**src/rtl/sd_sector_reader_pkg.sv**
```systemverilog
// Shared constants and types for the SD sector reader and its SPI byte engine.
// Register map and control values match the SPI/SD register block at $0-$3.
package sd_sector_reader_pkg;

    localparam logic [2:0] AD_DATA_HI = 3'd0;
    localparam logic [2:0] AD_DATA_LO = 3'd1;
    localparam logic [2:0] AD_CTRL    = 3'd2;
    localparam logic [2:0] AD_PRESC   = 3'd3;

    localparam int         RDY_BIT    = 7;

    localparam logic [7:0] CTRL_SEL   = 8'h20;
    localparam logic [7:0] CTRL_DESEL = 8'h21;
    localparam logic [7:0] CMD17      = 8'h51;
    localparam logic [7:0] TOKEN_DATA = 8'hFE;
    localparam logic [7:0] FILL       = 8'hFF;

    typedef enum logic [2:0] {
        ERR_OK            = 3'd0,
        ERR_R1_TIMEOUT    = 3'd1,
        ERR_R1_BAD        = 3'd2,
        ERR_TOKEN_TIMEOUT = 3'd3,
        ERR_TOKEN_ERR     = 3'd4
    } err_code_e;

    typedef enum logic [3:0] {
        S_IDLE, S_SEL, S_CMD, S_R1, S_TOKEN, S_DATA, S_CRC, S_DESEL, S_TAIL, S_DONE
    } rd_state_e;

    // CMD17 frame: opcode, big-endian LBA, dummy CRC byte
    function automatic logic [7:0] cmd_byte(input logic [2:0] idx, input logic [31:0] lba);
        case (idx)
            3'd0:    return CMD17;
            3'd1:    return lba[31:24];
            3'd2:    return lba[23:16];
            3'd3:    return lba[15:8];
            3'd4:    return lba[7:0];
            default: return FILL;
        endcase
    endfunction

endpackage

```
**src/rtl/sd_sector_reader_spi_byte_xfer.sv**
```systemverilog
// One SPI access sequence: data byte exchange via $1 (write, settle, poll RDY, read back)
// or a single control register write to $2. Owns the SPI block bus.
module sd_sector_reader_spi_byte_xfer
    import sd_sector_reader_pkg::*;
#(
    parameter int SETTLE = 2
) (
    input  logic       i_clk,
    input  logic       i_rst,
    input  logic       i_go,
    input  logic       i_reg_wr,
    input  logic [7:0] i_tx,
    output logic [7:0] o_rx,
    output logic       o_done,
    output logic [2:0] o_spi_ad,
    output logic [7:0] o_spi_wdata,
    input  logic [7:0] i_spi_rdata,
    output logic       o_spi_rw,
    output logic       o_spi_cs
);

    typedef enum logic [2:0] {
        X_IDLE, X_WR, X_SETTLE, X_POLL, X_SAMPLE, X_RD, X_DONE
    } xfer_state_e;

    localparam logic [7:0] SETTLE_LAST = 8'(SETTLE - 1);

    xfer_state_e r_state, w_next;
    logic [7:0]  r_tx;
    logic        r_reg_wr;
    logic [7:0]  r_settle;

    always_ff @(posedge i_clk) begin
        if (i_rst) begin
            r_state  <= X_IDLE;
            r_tx     <= '0;
            r_reg_wr <= 1'b0;
            r_settle <= '0;
        end else begin
            r_state  <= w_next;
            if (r_state == X_IDLE && i_go) begin
                r_tx     <= i_tx;
                r_reg_wr <= i_reg_wr;
            end
            r_settle <= (r_state == X_SETTLE) ? r_settle + 8'd1 : 8'd0;
        end
    end

    // Every cs-high state is followed by a cs-low state so SPI start flags can clear
    always_comb begin
        w_next      = r_state;
        o_spi_ad    = AD_DATA_LO;
        o_spi_wdata = r_tx;
        o_spi_rw    = 1'b1;
        o_spi_cs    = 1'b0;
        o_done      = 1'b0;
        case (r_state)
            X_IDLE:   if (i_go) w_next = X_WR;
            X_WR: begin
                o_spi_cs = 1'b1;
                o_spi_rw = 1'b0;
                o_spi_ad = r_reg_wr ? AD_CTRL : AD_DATA_LO;
                w_next   = r_reg_wr ? X_DONE : X_SETTLE;
            end
            X_SETTLE: if (r_settle == SETTLE_LAST) w_next = X_POLL;
            X_POLL: begin
                o_spi_cs = 1'b1;
                o_spi_ad = AD_CTRL;
                w_next   = X_SAMPLE;
            end
            X_SAMPLE: w_next = i_spi_rdata[RDY_BIT] ? X_RD : X_POLL;
            X_RD: begin
                o_spi_cs = 1'b1;
                w_next   = X_DONE;
            end
            X_DONE: begin
                o_done = 1'b1;
                w_next = X_IDLE;
            end
            default:  w_next = X_IDLE;
        endcase
    end

    assign o_rx = i_spi_rdata;

endmodule

```
**src/rtl/sd_sector_reader.sv**
```systemverilog
// CMD17 single-sector read sequencer: select card, send command, wait for R1 and the
// data token, stream 512 bytes into the buffer, drop CRC, deselect, report status.
module sd_sector_reader
    import sd_sector_reader_pkg::*;
#(
    parameter int SETTLE      = 2,
    parameter int R1_TRIES    = 8,
    parameter int TOKEN_TRIES = 4096
) (
    input  logic        i_clk,
    input  logic        i_rst,
    input  logic        i_start,
    input  logic [31:0] i_lba,
    output logic        o_busy,
    output logic        o_done,
    output logic        o_err,
    output logic [2:0]  o_err_code,
    output logic [2:0]  o_spi_ad,
    output logic [7:0]  o_spi_wdata,
    input  logic [7:0]  i_spi_rdata,
    output logic        o_spi_rw,
    output logic        o_spi_cs,
    output logic        o_buf_we,
    output logic [8:0]  o_buf_addr,
    output logic [7:0]  o_buf_data
);

    localparam logic [12:0] R1_LAST  = 13'(R1_TRIES - 1);
    localparam logic [12:0] TOK_LAST = 13'(TOKEN_TRIES - 1);

    rd_state_e   r_state, w_next;
    logic [31:0] r_lba;
    logic [12:0] r_cnt;
    logic        r_wait;
    err_code_e   r_ecode, r_err_code, w_new_code;
    logic        r_err;
    logic [8:0]  r_addr;

    logic        w_go, w_reg_wr, w_xd, w_cnt_inc, w_set_err;
    logic [7:0]  w_tx, w_rx;

    sd_sector_reader_spi_byte_xfer #(.SETTLE(SETTLE)) u_xfer (
        .i_clk       (i_clk),
        .i_rst       (i_rst),
        .i_go        (w_go),
        .i_reg_wr    (w_reg_wr),
        .i_tx        (w_tx),
        .o_rx        (w_rx),
        .o_done      (w_xd),
        .o_spi_ad    (o_spi_ad),
        .o_spi_wdata (o_spi_wdata),
        .i_spi_rdata (i_spi_rdata),
        .o_spi_rw    (o_spi_rw),
        .o_spi_cs    (o_spi_cs)
    );

    always_ff @(posedge i_clk) begin
        if (i_rst) begin
            r_state    <= S_IDLE;
            r_lba      <= '0;
            r_cnt      <= '0;
            r_wait     <= 1'b0;
            r_ecode    <= ERR_OK;
            r_err      <= 1'b0;
            r_err_code <= ERR_OK;
            r_addr     <= '0;
        end else begin
            r_state <= w_next;
            if (w_next != r_state)
                r_cnt <= '0;
            else if (w_cnt_inc)
                r_cnt <= r_cnt + 13'd1;
            if (w_go)
                r_wait <= 1'b1;
            else if (w_xd)
                r_wait <= 1'b0;
            if (w_set_err)
                r_ecode <= w_new_code;
            if (o_buf_we)
                r_addr <= r_addr + 9'd1;
            // Status becomes visible together with the done pulse
            if (r_state == S_TAIL && w_xd) begin
                r_err      <= (r_ecode != ERR_OK);
                r_err_code <= r_ecode;
            end
            if (r_state == S_IDLE && i_start) begin
                r_lba      <= i_lba;
                r_addr     <= '0;
                r_ecode    <= ERR_OK;
                r_err      <= 1'b0;
                r_err_code <= ERR_OK;
            end
        end
    end

    always_comb begin
        w_next     = r_state;
        w_tx       = FILL;
        w_reg_wr   = 1'b0;
        w_cnt_inc  = 1'b0;
        w_set_err  = 1'b0;
        w_new_code = ERR_OK;
        o_buf_we   = 1'b0;
        w_go       = !r_wait && (r_state != S_IDLE) && (r_state != S_DONE);
        case (r_state)
            S_IDLE: if (i_start) w_next = S_SEL;
            S_SEL: begin
                w_tx     = CTRL_SEL;
                w_reg_wr = 1'b1;
                if (w_xd) w_next = S_CMD;
            end
            S_CMD: begin
                w_tx = cmd_byte(r_cnt[2:0], r_lba);
                if (w_xd) begin
                    if (r_cnt == 13'd5) w_next = S_R1;
                    else                w_cnt_inc = 1'b1;
                end
            end
            S_R1: if (w_xd) begin
                if (w_rx == 8'h00) begin
                    w_next = S_TOKEN;
                end else if (w_rx == FILL) begin
                    if (r_cnt == R1_LAST) begin
                        w_set_err  = 1'b1;
                        w_new_code = ERR_R1_TIMEOUT;
                        w_next     = S_DESEL;
                    end else begin
                        w_cnt_inc = 1'b1;
                    end
                end else begin
                    w_set_err  = 1'b1;
                    w_new_code = ERR_R1_BAD;
                    w_next     = S_DESEL;
                end
            end
            // Anything that is neither the token nor an error token counts as a fill
            S_TOKEN: if (w_xd) begin
                if (w_rx == TOKEN_DATA) begin
                    w_next = S_DATA;
                end else if (w_rx[7:4] == 4'h0) begin
                    w_set_err  = 1'b1;
                    w_new_code = ERR_TOKEN_ERR;
                    w_next     = S_DESEL;
                end else if (r_cnt == TOK_LAST) begin
                    w_set_err  = 1'b1;
                    w_new_code = ERR_TOKEN_TIMEOUT;
                    w_next     = S_DESEL;
                end else begin
                    w_cnt_inc = 1'b1;
                end
            end
            S_DATA: if (w_xd) begin
                o_buf_we = 1'b1;
                if (r_cnt == 13'd511) w_next = S_CRC;
                else                  w_cnt_inc = 1'b1;
            end
            S_CRC: if (w_xd) begin
                if (r_cnt == 13'd1) w_next = S_DESEL;
                else                w_cnt_inc = 1'b1;
            end
            S_DESEL: begin
                w_tx     = CTRL_DESEL;
                w_reg_wr = 1'b1;
                if (w_xd) w_next = S_TAIL;
            end
            S_TAIL:  if (w_xd) w_next = S_DONE;
            S_DONE:  w_next = S_IDLE;
            default: w_next = S_IDLE;
        endcase
    end

    assign o_busy     = (r_state != S_IDLE) && (r_state != S_DONE);
    assign o_done     = (r_state == S_DONE);
    assign o_err      = r_err;
    assign o_err_code = r_err_code;
    assign o_buf_addr = r_addr;
    assign o_buf_data = w_rx;

endmodule

```
**config.mk**
```make
export PLATFORM = sky130hd
export DESIGN_NAME = sd_sector_reader
export DESIGN_NICKNAME = d
export VERILOG_FILES = /design/src/rtl/sd_sector_reader_pkg.sv /design/src/rtl/sd_sector_reader_spi_byte_xfer.sv /design/src/rtl/sd_sector_reader.sv
export SDC_FILE = /design/constraint.sdc
export NUM_CORES = 1
export LEC_CHECK = 0
export ABC_AREA = 1
export CAP_MARGIN = 10
export CORE_ASPECT_RATIO = 1.75
export CORE_MARGIN = 10
export CORE_UTILIZATION = 45
export DETAILED_ROUTE_END_ITERATION = 12
export PLACE_DENSITY = 0.67
export SETUP_SLACK_MARGIN = 0.3
export SYNTH_ARGS = -nofsm -noshare
export SYNTH_HDL_FRONTEND = slang
export SYNTH_HIERARCHICAL = 1
export SYNTH_SLANG_ARGS = --single-unit
```
**constraint.sdc**
```tcl
create_clock -name i_clk -period 2 [get_ports i_clk]
set_input_delay 0.4 -clock i_clk [delete_from_list [all_inputs] [get_ports i_clk]]
set_output_delay 0.4 -clock i_clk [all_outputs]
set_load 0.05 [all_outputs]
```
==> impl_metrics.csv <==
group,metric,value,unit
status,status,"finished clean",
clock_tree,cts_num_sinks,86,
finish,final_cell_mix,"83 x nand2_1, 81 x nor2_1, 71 x dfxtp_1, 69 x inv_1, 56 x buf_4",
pwr,leakage,0.002840,uW
logic_synthesis,yosysTopAreaCell,"dfxtp_1",
pwr,cellPowerDensity,681.1,mW/mm^2
critical_path,worstPathArrival,2.10,ns
clock_tree,cts_tree,"done",
clock_tree,cts_buffer_depth,2,
logic_synthesis,yosysWarnings,6,
clock_tree,root_buffer,"clkbuf_16",
sta,finalHoldWorstSlack,0.4520,ns
logic_synthesis,synth_nets,717,
detailed_routing,avgViaCountPerCell,5.180,
sta,finalCritPeriodShare,0.9334,
clock_tree,htree_levels,3,
sta,fin_crit,1.867,ns
critical_path,cp-start-kind,"flip-flop",
detailed_routing,drtPass1Iterations,5,
floorplan,row_count,49,
logic_synthesis,synthCells,666,
sta,grt_setup_unrepaired,"true",
pwr,switching_power,1628,uW
critical_path,cp_max_fo,8,
global_route,grt_pass1_vias,4975,
finish,final_area,0.007102,sq mm
sta,finClkSkew,0.007247,ns
worst_hold_path,hold_class,"reg2reg",
critical_path,cp_slowest_stage_delay,0.39,ns
place,dp_hpwl,9630,microns
place,dp.cells,879,
finish,finalNonFillerCells,930,
finish,n_antenna_cell,0,
detailed_routing,routedWlPerCell,15.14,microns
sta,finalMaxSlewViolations,0,
logic_synthesis,yosysSeqAreaShare,0.3682,
clock_tree,cts_buffers,9,
logic_synthesis,syn_area,0.004676,sq mm
finish,fillers,810,
critical_path,critPathTopFamily,"simple AND/OR/NAND/NOR gates",
sta,worst_pin_slew,0.5579,ns
finish,nets,849,
sta,finalSetupViolCount,0,
clock_tree,cts_hold_buf,0,
sta,tns,0,ns
place,portBuffers,78,
place,gp_congestion,0.9014,
detailed_routing,drtAntennaViolNets,0,
critical_path,required,2.24,ns
critical_path,cp_slowest_cell,"dfxtp_4",
pwr,power_frac_seq,0.399,
logic_synthesis,ys_ff_latch,86,
global_route,grt_start_max_net_pins,48,
detailed_routing,via_count,4817,
clock_tree,clk_pin_slew,0.07,ns
flow_run,cap_violations,0,
floorplan,core_area,0.01024,sq mm
pwr,clkPwrFrac,0.335,
logic_synthesis,ys_top_cells_by_area,"dfxtp_1 37%, nand2_1 8.2%, nor2_1 7.9%, inv_1 6.8%, o21ai_0 5.6%",
critical_path,worst_setup_path_end_kind,"flip-flop",
logic_synthesis,synth-edff-count,0,
detailed_routing,drtIter0Drc,160,
logic_synthesis,synthArstFlopShare,0,
finish,area_growth,51.89,%
pwr,pwr-share-comb,0.266,
sta,max_freq,535.7,MHz
global_route,grt_pass1_wl,22910,microns
floorplan,dieArea,0.01503,sq mm
finish,utilization,0.6936,
sta,slew_headroom,0.6281,
pwr,ir_drop,478.6,uV
global_route,grt_util_all_layers,0.1802,
sta,hold_violations,0,
clock_tree,clkLatencyLatePin,0.35,ns
logic_synthesis,synth_flop_cell,"dfxtp_1",
critical_path,cp.buffers_inverters,2,
floorplan,die_w,97.06,microns
logic_synthesis,synthDistinctLibCells,42,
detailed_routing,routed_wl,14080,microns
detailed_routing,drc,0,
pwr,switching_share,0.3367,
finish,drive_above_1_share,0.3624,
pwr,p_int,3208,uW
floorplan,start_util,0.4567,
critical_path,path_cells,"ha_4 -> nand3_4 -> nor2_4 -> nand2_2 -> nand2_2 -> nor2_2 -> nor2_4 -> nand2_4 -> buf_12 -> nand3_2 -> nand2_1 -> inv_1 -> nor2_1",
logic_synthesis,syn_avg_cell_area,7.021,sq um
floorplan,die_y,154.8,microns
critical_path,path_class,"reg2reg",
place,placed_cell_area,0.005873,sq mm
global_route,grt_overflow_total,0,
floorplan,ios,80,
finish,final_common_cell,"nand2_1",
global_route,antenna_found_initial,0,
logic_synthesis,synth.top_cell.area_share,0.3682,
through the flow:
step | worst slack, ns | total power (uW)
finish | 0.1331 | 4837
floorplan | 0.2616 | 2650
detailed placement | -0.2761 | 3035
global placement | -0.2506 | 3013
global route | 0.01933 | 5046
CTS | 0.2018 | 4792
final cells by class:
type / instances / area, sq um / area share
Multi-Input combinational cell: 456 / 2988 / 0.4207
Sequential cell: 86 / 1760 / 0.2479
Timing Repair Buffer: 145 / 1495 / 0.2105
Inverter: 100 / 410.4 / 0.05779
Clock buffer: 9 / 225.2 / 0.03171
Tap cell: 127 / 158.9 / 0.02237
Clock inverter: 7 / 63.81 / 0.008985
cell usage after synthesis, drive strengths merged, types with 6 or more instances:
library cell and instances:
nor2 122, nor3 9, buf 18, ha 8, a221oi 8, dfxtp 86
inv 99, o22ai 8, nand2 115, clkbuf 8, xnor2 6, xor2 7
a21oi 56, nand3 39, o21ai 57
tightest hold or removal path, stage by stage, from the launching register on:
cell,delay (ns)
dfxtp_1,0.31
inv_1,0.06
a21oi_2,0.04
metal layers:
metal	share of wire	global-route usage
met5	0	0
met4	0.045	0.1073
met3	0.030	0.03167
met2	0.57	0.3507
met1	0.36	0.1682
power groups by stage:
stage	clock [uW]	sequential, uW	combinational (uW)
after floorplan	0	2070	585
after global placement	0	1950	1060
after detailed placement	0	1950	1080
after CTS	1650	1920	1220
after global routing	1730	1940	1370
final	1620	1930	1290
flip-flops by register name, indices dropped and copies added (netlist names):
signal / count
o_err_code: 3
u_xfer/r_settle: 8
o_err: 1
r_ecode: 3
r_cnt: 13
o_buf_addr: 9
r_lba: 32
u_xfer/r_state: 3
r_state: 4
u_xfer/r_reg_wr: 1
r_wait: 1
u_xfer/o_spi_wdata: 8
timing repair:
item / in CTS / in global routing
gates resized for setup: 156 / 67
gates cloned: 3 / 0
endpoints found under the setup margin: 60 / 43
setup buffers: 24 / 8
pin swaps: 46 / 41
cell families after synthesis:
kind of cell / count (synthesis) / synth area share
AOI/OAI and AO/OA: 137 / 0.1729
xor gates and xnor gates: 13 / 0.02435
adders and majority gates: 8 / 0.02141
buffers and inverters: 126 / 0.1172
DFF: 86 / 0.3682
other: 1 / 0.0008020
and+or+nand+nor: 295 / 0.2952
worst paths after layout:
check                                            from  cells after the start  slack (ns)                    end
worst min-delay path            u_xfer/o_spi_wdata[5]                      2        0.45  u_xfer/o_spi_wdata[5]
worst max register to register               r_cnt[0]                     13        0.13               r_cnt[1]
worst max-delay path                         r_cnt[0]                     13        0.13               r_cnt[1]
worst min register to register  u_xfer/o_spi_wdata[5]                      2        0.45  u_xfer/o_spi_wdata[5]
Power figures use the tool's default switching activity.
==> RTL change: new RTL, same settings <==
Make the reset (`i_rst`) asynchronous in 2 clocked blocks.
--- a/src/rtl/sd_sector_reader_spi_byte_xfer.sv
+++ b/src/rtl/sd_sector_reader_spi_byte_xfer.sv
@@ -30,7 +30,7 @@
     logic        r_reg_wr;
     logic [7:0]  r_settle;
 
-    always_ff @(posedge i_clk) begin
+    always_ff @(posedge i_clk or posedge i_rst) begin
         if (i_rst) begin
             r_state  <= X_IDLE;
             r_tx     <= '0;
--- a/src/rtl/sd_sector_reader.sv
+++ b/src/rtl/sd_sector_reader.sv
@@ -54,7 +54,7 @@
         .o_spi_cs    (o_spi_cs)
     );
 
-    always_ff @(posedge i_clk) begin
+    always_ff @(posedge i_clk or posedge i_rst) begin
         if (i_rst) begin
             r_state    <= S_IDLE;
             r_lba      <= '0;
Behaviour: differs if i_rst is asserted again (counterexample within 4 cycles, from zero or initial values and one cycle with i_rst high); with i_rst held inactive, the same outputs for 10 cycles.
==> RTL change against the original RTL <==
- the run now ends with setup timing left
- routed wire length grew 26%
- sequential cell count stayed put
- global-route usage is 1.3 points higher
- area after synthesis grew 4.4%
- synthesized cell count shrank 4.4%
- die area rose by 3.6%
- setup slack worse by 0.15 ns
- via count increased by 9.8%
- count of clock-buffer cells in the layout is the same
- cell area up 15%
- fmax fell by 7.6%
- largest cell class unchanged
Power is not compared: it rests on default switching activity, and its combinational part moved more than twofold at a synthesized area within 25%.
==> RTL change: results (changes against the original RTL) <==
- Largest net degree at the start of global routing: 67 (+40%)
- Area of the multi-input gates: 3200 um^2 (+7.0%)
- Synth cell types: 45 (+7.1%)
- Post-CTS Setup Bufs: 44 (+83%)
- Seq/Total Area, Yosys: 44.1% (+7.3 points)
- Critical path arrival: 1.62 ns (-0.48 ns)
- Routed length on met1: 6450 um (+28%)
- Clock-cell share: 3.41% (-0.66 points)
- Clock Skews: 0.00945 ns (+0.00220 ns)
- FF-to-FF Start: r_cnt[0]
- CP max-delay cell: dfrtp_2
- Reg2reg setup slack: -0.01 ns (-0.14 ns)
- Finish-stage setup viols: 3 (+3)
- DR WL met3: 772 um (+80%)
- Syn nets: 688 (-4.0%)
- Worst setup path end: o_buf_we
- Worst-margin pin slew: 0.578 ns (+0.0203 ns)
- Crit path max fanout: 4 (-4)
- Inverters, non-clock: 85 (-15%)
- First-pass GRT wire length: 24800 um (+8.1%)
- Mean Syn Cell Area: 7.66 um^2 (+9.1%)
- Synth async-reset ratio: 100% (+100 points)
- Number of fill cells: 660 (-19%)
- Failing checks: setup timing
- DP HPWL: 10000 um (+4.2%)
- Layout cell share with drive strength beyond 1: 47.4% (+11 points)
- Status: finished with violations
- Number of global-route vias before repair: 5180 (+4.1%)
- Largest stage delay, worst path: 0.42 ns (+0.03 ns)
- Total wire length: 17700 um (+26%)
- Met2 usage: 36.2% (+1.1 points)
- Hold_ws: 0.460 ns (+0.00762 ns)
- DP Worst Slack: -0.216 ns (+0.0597 ns)
- Setup crit start: r_state[3]
- Post-placement cell count: 862 (-1.9%)
- Register area: 2160 um^2 (+23%)
- TNS Setup: -0.0382 ns (-0.0382 ns)
- Most common library cells after synthesis: nand2_1, dfrtp_1, inv_1, nor2_1, nand3_1
- Placement Cell Area: 6160 um^2 (+4.8%)
- Initial drt markers: 361 (+130%)
- Met1 Usage GRT: 20.3% (+3.4 points)
- GRT Total Usage: 19.3% (+1.3 points)
- Reg-to-reg endpoint: r_cnt[11]
- RD Place Congestion: 0.927 (+2.8%)
- #MultiIn Comb: 449 (-1.5%)
- Post-layout worst setup margin: -0.0199 ns (-0.153 ns)
- Final Non-Filler Cells: 961 (+3.3%)
- Met3 usage: 3.58% (+0.41 points)
- Buffering overhead: 24.7% (+3.7 points)
RTL change: cell types whose count changed after synthesis, sizes merged, moves of 16 or more:
cell   unedited run  this run
inv              99        83
dfxtp            86         0
a21oi            56        21
nand2           115       194
nor2            122        75
dfrtp             0        86
RTL change: kinds of logic after synthesis:
| kind of cell | Yosys count | synth area share, % |
|---|---|---|
| DFF | 86 | 44.1 |
| and+or+nand+nor | 343 | 31.8 |
| adders and majority gates | 8 | 2.05 |
| other | 1 | 0.0768 |
| xor gates and xnor gates | 7 | 1.26 |
| AOI/OAI and AO/OA | 86 | 11.4 |
| buffers and inverters | 106 | 9.33 |
RTL change: worst max-delay path: cells and delay by family, from the launching register on:
kind                   cells  cell delay, ns
buffers and inverters      4            0.50
DFF                        1            0.42
and+or+nand+nor            3            0.36
RTL change: report_power, final:
group	internal (W)	leakage [nW]	switching [W]
clock	0.000861	0.141	0.000771
combinational	0.000126	2.78	0.000123
sequential	0.00174	1.06	0.0000000750
total	0.00272	3.98	0.000894
